### config.mk
export PLATFORM = sky130hd
export DESIGN_NAME = stego_tx_sequencer
export DESIGN_NICKNAME = d
export VERILOG_FILES = /design/src/rtl/stego_tx_sequencer.sv
export SDC_FILE = /design/constraint.sdc
export NUM_CORES = 1
export LEC_CHECK = 0
export ABC_AREA = 1
export CAP_MARGIN = 10
export CORE_MARGIN = 4
export CORE_UTILIZATION = 40
export DETAILED_ROUTE_END_ITERATION = 10
export PLACE_DENSITY = 0.74
export SLEW_MARGIN = 10
export SYNTH_ARGS = -nofsm -noshare
export SYNTH_HDL_FRONTEND = slang
export SYNTH_SLANG_ARGS = --single-unit
export TNS_END_PERCENT = 50
### constraint.sdc
create_clock -name in_clk -period 1.9 [get_ports in_clk]
set_clock_uncertainty 0.15 [all_clocks]
set_input_delay 0.57 -clock in_clk [delete_from_list [all_inputs] [get_ports in_clk]]
set_output_delay 0.57 -clock in_clk [all_outputs]
set_load 0.02 [all_outputs]
### src/rtl/stego_tx_sequencer.sv
// stego_tx_sequencer: embeds message bits into frames via the bit changer and streams them LSB byte first (STEGO_SEQ_SKID_BUF_EN adds a one-deep frame buffer)
module stego_tx_sequencer #(
  parameter int BPS = 16,
  parameter int FRAME_SIZE = 1,
  parameter int MSG_LEN = 8,
  parameter int BC_TIMEOUT = 64
) (
  input  logic                       in_clk,
  input  logic                       in_rst,
  input  logic                       in_sample_ready,
  input  logic [FRAME_SIZE*BPS-1:0]  in_sample,
  input  logic                       in_msg_load,
  input  logic [MSG_LEN-1:0]         in_msg,
  output logic                       out_bc_enable,
  output logic [FRAME_SIZE*BPS-1:0]  out_bc_frame,
  output logic [FRAME_SIZE-1:0]      out_bc_message,
  input  logic                       in_bc_ready,
  input  logic [FRAME_SIZE*BPS-1:0]  in_bc_frame,
  output logic                       out_tx_dv,
  output logic [7:0]                 out_tx_byte,
  input  logic                       in_tx_done,
  output logic                       out_busy,
  output logic                       out_msg_done,
  output logic                       out_overrun,
  output logic                       out_error
);
  localparam int FW = FRAME_SIZE*BPS;
  localparam int NB = FW/8;
  localparam int KW = NB > 1 ? $clog2(NB) : 1;
  localparam int CW = $clog2(MSG_LEN+1);
  localparam int TW = $clog2(BC_TIMEOUT+1);
  typedef enum logic [2:0] {IDLE, EMBED, WAIT_BC, TX_START, TX_WAIT} state_t;
  state_t state;
  logic [FW-1:0] frame;
  logic [MSG_LEN-1:0] msg_sr;
  logic [CW-1:0] bit_cnt;
  logic [KW-1:0] k;
  logic [TW-1:0] to_cnt;
  logic buf_valid;
  logic [FW-1:0] buf_frame;
  logic load_ok, last_done, start_new, buf_take, drop;
  logic [MSG_LEN-1:0] cur_msg;
  logic [CW-1:0] cur_cnt;
  logic [FW-1:0] new_frame;
`ifdef STEGO_SEQ_SKID_BUF_EN
  localparam bit BUF_EN = 1'b1;
  always_ff @(posedge in_clk) begin
    if (in_rst) begin
      buf_valid <= 1'b0;
      buf_frame <= '0;
    end else if (buf_take) begin
      buf_valid <= 1'b1;
      buf_frame <= in_sample;
    end else if (start_new) begin
      buf_valid <= 1'b0;
    end
  end
`else
  localparam bit BUF_EN = 1'b0;
  assign buf_valid = 1'b0;
  assign buf_frame = '0;
`endif
  always_comb begin
    load_ok = state == IDLE && in_msg_load;
    cur_msg = load_ok ? in_msg : msg_sr;
    cur_cnt = load_ok ? '0 : bit_cnt;
    last_done = state == TX_WAIT && in_tx_done && int'(k) == NB-1;
    start_new = (state == IDLE && (in_sample_ready || buf_valid)) || (last_done && buf_valid);
    new_frame = buf_valid ? buf_frame : in_sample;
    buf_take = BUF_EN && in_sample_ready && !(state == IDLE && !buf_valid) && (!buf_valid || start_new);
    drop = in_sample_ready && !(state == IDLE && !buf_valid) && !buf_take;
  end
  assign out_busy = state != IDLE;
  always_ff @(posedge in_clk) begin
    if (in_rst) begin
      state <= IDLE;
      frame <= '0;
      msg_sr <= '0;
      bit_cnt <= CW'(MSG_LEN);
      k <= '0;
      to_cnt <= '0;
      out_bc_enable <= 1'b0;
      out_bc_frame <= '0;
      out_bc_message <= '0;
      out_tx_dv <= 1'b0;
      out_tx_byte <= '0;
      out_msg_done <= 1'b0;
      out_overrun <= 1'b0;
      out_error <= 1'b0;
    end else begin
      out_bc_enable <= 1'b0;
      out_tx_dv <= 1'b0;
      out_msg_done <= 1'b0;
      out_error <= 1'b0;
      if (drop) out_overrun <= 1'b1;
      if (load_ok) begin
        msg_sr <= in_msg;
        bit_cnt <= '0;
      end
      if (start_new) begin
        frame <= new_frame;
        k <= '0;
        if (cur_cnt < CW'(MSG_LEN)) begin
          state <= EMBED;
          out_bc_enable <= 1'b1;
          out_bc_frame <= new_frame;
          out_bc_message <= cur_msg[FRAME_SIZE-1:0];
        end else begin
          state <= TX_START;
          out_tx_dv <= 1'b1;
          out_tx_byte <= new_frame[7:0];
        end
      end else begin
        case (state)
          EMBED: begin
            to_cnt <= '0;
            state <= WAIT_BC;
          end
          WAIT_BC: begin
            if (in_bc_ready) begin
              frame <= in_bc_frame;
              msg_sr <= msg_sr >> FRAME_SIZE;
              bit_cnt <= bit_cnt + CW'(FRAME_SIZE);
              out_msg_done <= (bit_cnt + CW'(FRAME_SIZE)) == CW'(MSG_LEN);
              k <= '0;
              to_cnt <= '0;
              out_tx_dv <= 1'b1;
              out_tx_byte <= in_bc_frame[7:0];
              state <= TX_START;
            end else if (to_cnt == TW'(BC_TIMEOUT-1)) begin
              to_cnt <= '0;
              out_error <= 1'b1;
              state <= IDLE;
            end else begin
              to_cnt <= to_cnt + TW'(1);
            end
          end
          TX_START: state <= TX_WAIT;
          TX_WAIT: begin
            if (last_done) begin
              state <= IDLE;
            end else if (in_tx_done) begin
              k <= k + KW'(1);
              out_tx_byte <= frame[8*(int'(k)+1) +: 8];
              out_tx_dv <= 1'b1;
              state <= TX_START;
            end
          end
          default: state <= IDLE;
        endcase
      end
    end
  end
endmodule

* Yosys cells after proc, flatten, opt, wreduce, memory -nomap -nowiden
Cells that the tools add are included.
Widths: inputs -> output; s select.
** Storage, ports and cells
- Register bits :: 69
- Bits of input ports :: 46
- Output and inout port bits :: 31
- Word-level logic and storage cells :: 100
** Cells by class
- $add $sub $neg :: 4
- $lt $le $gt $ge :: 1
- Equality and inequality tests :: 15
- Shift operators :: 1
- Muxes and demuxes :: 39
- Bitwise operators :: 3
- Reduce and logical (&&, ||, !) cells :: 23
** Operators by type and width (number)
- $mux 8 :: 9
- $mux 16 :: 3
- $mux 4 :: 4
- $pmux 8 s2 :: 1
- $shiftx 16x6->8 :: 1
- $mux 3 :: 5
- $mux 7 :: 2
- $pmux 7 s2 :: 1
- $pmux 3 s4 :: 1
- $mux 1 :: 10
- $ne 3x3->1 const B :: 3
- $ne 2x2->1 const B :: 4
- $ne 4x4->1 const B :: 2
- $reduce_and 2->1 :: 4
- $reduce_bool 2->1 :: 4
- $reduce_or 4->1 :: 2
- $add 7x1->7 const B :: 1
- $eq 7x6->1 const B :: 1
- $eq 3x2->1 const B :: 2
- $reduce_bool 3->1 :: 2
- $logic_and 1x1->1 :: 5
- $reduce_and 5->1 :: 1
- $add 4x1->4 const B :: 1
- $eq 4x4->1 const B :: 1
- 12 further kinds :: 16

* Logic depth before layout (Yosys ltp)
Gate-level depths: netlist (run 1).
- Depth in word-level cells :: 6
- Mapped depth :: 9
- Depth with buffers taken out :: 9

* Least setup slack after synthesis (run 1)
No wires, ideal clock.
- Path type :: input to register
- From :: in in_rst
- To :: reg out_overrun
- Setup time :: 0.136 ns
- Arrival :: 1.287 ns
- Data required time :: 1.614 ns
- Path slack :: 0.326 ns
- Stages :: 3
- Cells stage by stage :: clkbuf_1 > clkbuf_1 > nor2_1
** RTL lines
- start: declaration :: line 9 : input logic in_rst,
- end signal: assignment :: line 88 : out_overrun <= 1'b0;
- end signal: assignment :: line 95 : if (drop) out_overrun <= 1'b1;
- end: declaration :: line 24 : output logic out_overrun,
No word-level cell between the ends.

* Worst setup path after layout (run 1)
- From :: reg out_bc_message
- To :: out out_bc_message
** RTL lines
- start: declaration :: line 16 : output logic [FRAME_SIZE-1:0] out_bc_message,
- start signal: assignment :: line 107 : out_bc_message <= cur_msg[FRAME_SIZE-1:0];
No word-level cell between the ends.

==> run_results.csv, run 1 <==
group,metric,value,unit
sta,period_needed,1.73,ns
logic_synthesis,ys_warn_count,0,
cts,clkSlewWorstSetupHoldPaths,0.06,ns
die,core,6830,um^2
pwr,p_clk_frac,0.200,
sta,fmax,577,MHz
setup_path,crit_slowest_cell,"dfxtp_1",
drt,avgViaCountPerCell,4.72,
die,initial_utilization,0.412,
setup_path,reg2reg_depth,8,
sta,setup_viol,0,
grt,overflow,0,
drt,wl_per_cell,12.5,um
pwr,sequentialPowerShare,0.356,
cts,numClockSinks,61,
grt,grt_pass1_vias,2704,
placed_design,io_buffers,76,
run,max-cap-violations,0,
setup_path,cp_max_fo,2,
cts,cts_hold_buffers,0,
sta,finalSetupTns,0,ns
grt,grt_max_degree,27,
setup_path,crit_required,1.18,ns
logic_synthesis,synth_top_area_frac,0.434,
sta,rsz0062_at_grt,"false",
drt,dr.pass1.iters,5,
worst_hold_path,hold_class,"flop to flop",
pwr,p_int,2990,uW
placed_design,dp_hpwl,5610,um
die,die_area,8440,um^2
sta,tightest_slew,0.333,ns
final_layout,n_antenna_cell,0,
final_layout,nets,544,
setup_path,critical_path_class,"flop to primary output",
pwr,combPwrFrac,0.445,
placed_design,gp_congestion,0.883,
grt,antenna_found_initial,0,
pwr,leakage,0.00184,uW
logic_synthesis,yosysUniqueCellTypes,31,
worst_hold_path,hold_depth,2,
drt,wl_met1,3340,um
setup_path,timing.critical_path.buf_inv,1,
pwr,ir_worst_vdd,0.000462,V
drt,num_vias,2808,
logic_synthesis,syn-mean-instance-area,7.14,um^2
sta,hold_violations,0,
setup_path,path_cells,"dlygate4sd2_1",
drt,routed.top_layer,"met4",
grt,grt.total_usage,0.178,
sta,relSlewSlack,0.778,
pwr,power.net_switching,1920,uW
cts,clk_latency,0.32,ns
cts,htreeDepth,3,
pwr,switching_share,0.391,
drt,drt_iter0_drc,160,
cts,cts_buffers,9,
final_layout,fin_cells,595,
final_layout,area_growth,41.5,%
placed_design,place_inst,581,
drt,dr_wl_met3,482,um
setup_path,worstSetupPathDepth,1,
drt,remaining_drc_errors,0,
die,fp.dieH,91.9,um
grt,grt_pass1_wl,12200,um
logic_synthesis,yosysSeqAreaShare,0.434,
drt,wl_met2,3400,um
drt,ant_nets,0,
setup_path,arrival,1.01,ns
die,die_w,91.9,um
logic_synthesis,syn_nets,442,
logic_synthesis,ys_seq_elements,61,
pwr,p_per_area,1230,nW/um^2
die,row_count,30,
setup_path,slowest_delay,0.35,ns
sta,final_max_slew_viol_count,0,
logic_synthesis,netlist_area,2810,um^2
drt,routed_wl,7420,um
logic_synthesis,ys_top_cells_by_area,"dfxtp_1, nand2_1, nor2_1",
logic_synthesis,yosys.area.top_type,"dfxtp_1",
setup_path,setup.worst_path.end_class,"primary output",
placed_design,place_area,3860,um^2
final_layout,final_area,3980,um^2
final_layout,drive_gt1_frac,0.154,
setup_path,cp-start-kind,"flop",
setup_path,critPathTopFamily,"flip-flops",
cts,cts_max_path_buffers,2,
die,ios,77,
outcome,status,"complete, no violations",
cts,cts_tree,"done",
sta,period_share,0.912,
cts,cts-root-buf,"clkbuf_8",
logic_synthesis,synthCells,394,
## routing by layer
metal	vias up	global-route usage
met5	-	0
li1	1467	-
met4	0	0.0854
met3	16	0.0361
met2	111	0.284
met1	1214	0.231
## cell usage after synthesis, drive strengths merged
cell / instances
a21oi: 21
a31oi: 9
and3: 1
buf: 8
clkbuf: 7
dfxtp: 61
ha: 2
inv: 34
nand2: 118
nand3: 40
nand3b: 4
nor2: 53
nor3: 4
nor4: 1
o211ai: 1
o21ai: 25
o31ai: 1
or2: 1
xnor2: 1
xor2: 2
## power groups by stage
stage | Clock [uW] | Combinational (uW) | Sequential [uW]
2_1_floorplan | 0 | 1160 | 1950
5_1_grt | 1060 | 2400 | 1780
4_1_cts | 1000 | 2190 | 1740
6_report | 979 | 2180 | 1740
3_5_place_dp | 0 | 2300 | 1770
3_3_place_gp | 0 | 2260 | 1770
## layout by cell type (no fill, tap or decap), drive strengths merged
master	netlist	final
or2	1	1
clkdlybuf4s50	0	45
dfxtp	61	61
clkbuf	7	13
a31oi	9	9
nor2	53	53
a21oi	21	21
dlygate4sd2	0	30
nand2	118	118
xor2	2	2
and3	1	1
nand3b	4	4
nor3	4	4
buf	8	30
ha	2	2
o21ai	25	25
nand3	40	40
xnor2	1	1
o31ai	1	1
nor4	1	1
clkinv	0	2
inv	34	34
o211ai	1	1
## stage by stage
| step | setup WS [ns] | total power, uW | hold slack (ns) | util |
|---|---|---|---|---|
| after floorplan | 0.326 | 3110 | 0.273 | - |
| after global placement | -0.101 | 4030 | 0.288 | 0.565 |
| after detailed placement | -0.150 | 4070 | 0.292 | 0.565 |
| after CTS | 0.00460 | 4940 | 0.302 | 0.583 |
| after global routing | 0.0648 | 5240 | 0.312 | 0.583 |
| final | 0.166 | 4900 | 0.295 | 0.583 |
## final cells by class
cell class / count / area, um^2
sequential: 61 / 1220
inverter: 34 / 133
clock inverter: 2 / 10.0
tap: 96 / 120
multi-input combinational: 284 / 1370
fill: 653 / 2850
timing repair buffer: 106 / 968
clock buffer: 12 / 155
## logic make-up after synthesis
family,Yosys count,share of synthesized area
AO/OA/AOI/OAI,57,0.118
flip-flops,61,0.434
buffers and inverters,49,0.0778
adder cells (fa/ha/maj),2,0.00889
AND/OR/NAND/NOR,222,0.352
XOR/XNOR,3,0.00934
## sequential cells by signal, summed over array words and instances, names as in the netlist, 3 cells and up
register / flops
state: 3
out_bc_frame: 16
out_tx_byte: 8
frame: 8
msg_sr: 8
bit_cnt: 4
to_cnt: 7
## repair_timing
item / CTS / global route
hold endpoints to repair: 0 / 0
pin swaps: 0 / 0
resized for setup: 31 / 2
gates cloned: 0 / 0
setup endpoints to repair: 31 / 1
buffers inserted: 0 / 0
## final timing paths
check | to | start | slack (ns)
max | out_bc_message | out_bc_message | 0.17
min | to_cnt[6] | to_cnt[6] | 0.30
max reg2reg | to_cnt[2] | state[2] | 0.26
min reg2reg | to_cnt[6] | to_cnt[6] | 0.30
(Power assumes the default switching activity.)
==> inputs of run 2 (changes only) <==
CTS_CLUSTER_DIAMETER = 50   (was not set)
HOLD_SLACK_MARGIN = 0.06   (was not set)
==> results of run 2 <==
Same layout as run 1: the final DEF is identical, and so are final timing and power.
==> inputs of run 3 (changes only) <==
CORE_MARGIN = not set   (was 4)
SETUP_SLACK_MARGIN = 0.15   (was not set)
==> run 3 against run 2 <==
Non-clock buffer count rose by 4. Clock power is 33% higher. Final area up 3.6%. Combinational power is 4% higher. Die area down 13%. Wire length shrank 2.2%. Global-route usage increased by 3.0 points. Largest power group unchanged.
==> run_results.csv, run 3 (same netlist as run 1, synthesis figures left out) <==
group,metric,value,unit
cts,clk_latency,0.34,ns
cts,cts_setup_buffers,0,
setup_path,cp_max_fo,2,
placed_design,dp_slack,-0.161,ns
grt,overflow,0,
die,die_area,7370,um^2
final_layout,n_antenna_cell,0,
setup_path,critical_path_class,"flop to primary output",
final_layout,regMostFlops,"out_bc_frame",
placed_design,place_inst,585,
sta,period_share,0.911,
drt,num_vias,2867,
die,row_count,30,
die,initial_utilization,0.414,
run,max-cap-violations,0,
cts,cts-root-buf,"clkbuf_8",
sta,final_max_slew_viol_count,0,
final_layout,drive_gt1_frac,0.186,
drt,remaining_drc_errors,0,
setup_path,crit_required,1.18,ns
sta,hold_violations,0,
grt,antenna_found_initial,0,
setup_path,slowest_delay,0.34,ns
outcome,status,"complete, no violations",
grt,grt_max_degree,27,
cts,cts_tree,"done",
final_layout,mostFrequentLayoutCells,"nand2_1, dfxtp_1, nor2_1",
placed_design,io_buffers,76,
placed_design,dp_hpwl,5470,um
drt,routed_wl,7260,um
setup_path,crit_slowest_cell,"dfxtp_1",
pwr,ir_worst_vdd,0.000564,V
die,die_w,85.9,um
final_layout,final_util,0.607,
final_layout,area_growth,46.6,%
sta,fmax,577,MHz
setup_path,timing.critical_path.buf_inv,1,
sta,rsz0062_at_grt,"true",
drt,wl_met2,3430,um
sta,relSlewSlack,0.779,
cts,htreeDepth,3,
grt,grt_pass1_vias,2680,
sta,setup_viol,0,
pwr,fin_total_pwr,5310,uW
worst_hold_path,hold_class,"flop to flop",
grt,grt_pass1_wl,12100,um
setup_path,setup.worst_path.end_class,"primary output",
drt,avgViaCountPerCell,4.77,
setup_path,path_cells,"dlygate4sd2_1",
cts,cts_max_path_buffers,2,
final_layout,largest_register_ffs,16,
drt,dr.pass1.iters,4,
pwr,leakage,0.00187,uW
final_layout,final_area,4130,um^2
drt,dr_wl_met3,287,um
pwr,p_per_area,1290,nW/um^2
die,core,6790,um^2
cts,clkSlewWorstSetupHoldPaths,0.06,ns
final_layout,layout_commonest_cell,"nand2_1",
drt,drt_iter0_drc,213,
setup_path,cp-start-kind,"flop",
final_layout,nets,548,
final_layout,fin_cells,601,
placed_design,gp_congestion,0.866,
drt,wl_per_cell,12.1,um
setup_path,arrival,1.01,ns
die,fp.dieH,85.9,um
sta,period_needed,1.73,ns
cts,cts_hold_buffers,0,
grt,grt.total_usage,0.209,
sta,timing.final.ws_setup,0.168,ns
drt,routed.top_layer,"met4",
die,ios,77,
cts,numClockSinks,61,
placed_design,place_area,3930,um^2
sta,tightest_slew,0.331,ns
cts,cts_buffers,9,
drt,ant_nets,0,
setup_path,critPathTopFamily,"flip-flops",
drt,wl_met1,3370,um
==> run 3: final timing paths <==
path,slack [ns],depth (start not counted),to,startpoint
worst max-delay path,0.17,1,out_tx_byte[1],out_tx_byte[1]
worst min-delay path,0.30,2,to_cnt[6],to_cnt[6]
worst max register to register,0.31,8,state[1],state[0]
worst min register to register,0.30,2,to_cnt[6],to_cnt[6]
==> run 3: per-layer routing <==
metal | track usage | up-vias
met5 | 0 | -
met4 | 0.108 | 0
met3 | 0.0385 | 15
met2 | 0.333 | 71
met1 | 0.270 | 1306
li1 | - | 1475
==> run 3: where the power goes <==
group | leakage [uW] | internal (uW) | switching [uW]
sequential | 0.000499 | 1580 | 168
clock | 0.000116 | 806 | 490
combinational | 0.00125 | 929 | 1340
==> run 3: area by class of cell <==
cell class / instances / area [um^2]
fillers: 584 / 2670
multi-input cells: 284 / 1390
flip-flops and latches: 61 / 1220
repair buffers: 110 / 1030
clock buffers: 12 / 155
inverters: 34 / 136
well taps: 96 / 120
clock inverters: 4 / 70.1
==> run 3: tightest hold or removal path, stage by stage (launching register included) <==
cell     delay [ns]
dfxtp_1        0.30
inv_1          0.06
nor3_1         0.05
==> run 3: per-stage QoR <==
| step | hold WS (ns) | TNS [ns] |
|---|---|---|
| 2_1_floorplan | 0.273 | 0 |
| 3_3_place_gp | 0.284 | -2.87 |
| 3_5_place_dp | 0.294 | -4.48 |
| 4_1_cts | 0.303 | 0 |
| 5_1_grt | 0.340 | 0 |
| 6_report | 0.300 | 0 |
==> run 3: what timing repair did <==
action	CTS	global route
gates resized for setup	37	22
pin swaps	0	4
gates cloned	0	0
endpoints found under the hold margin	0	0
setup endpoints to repair	31	36
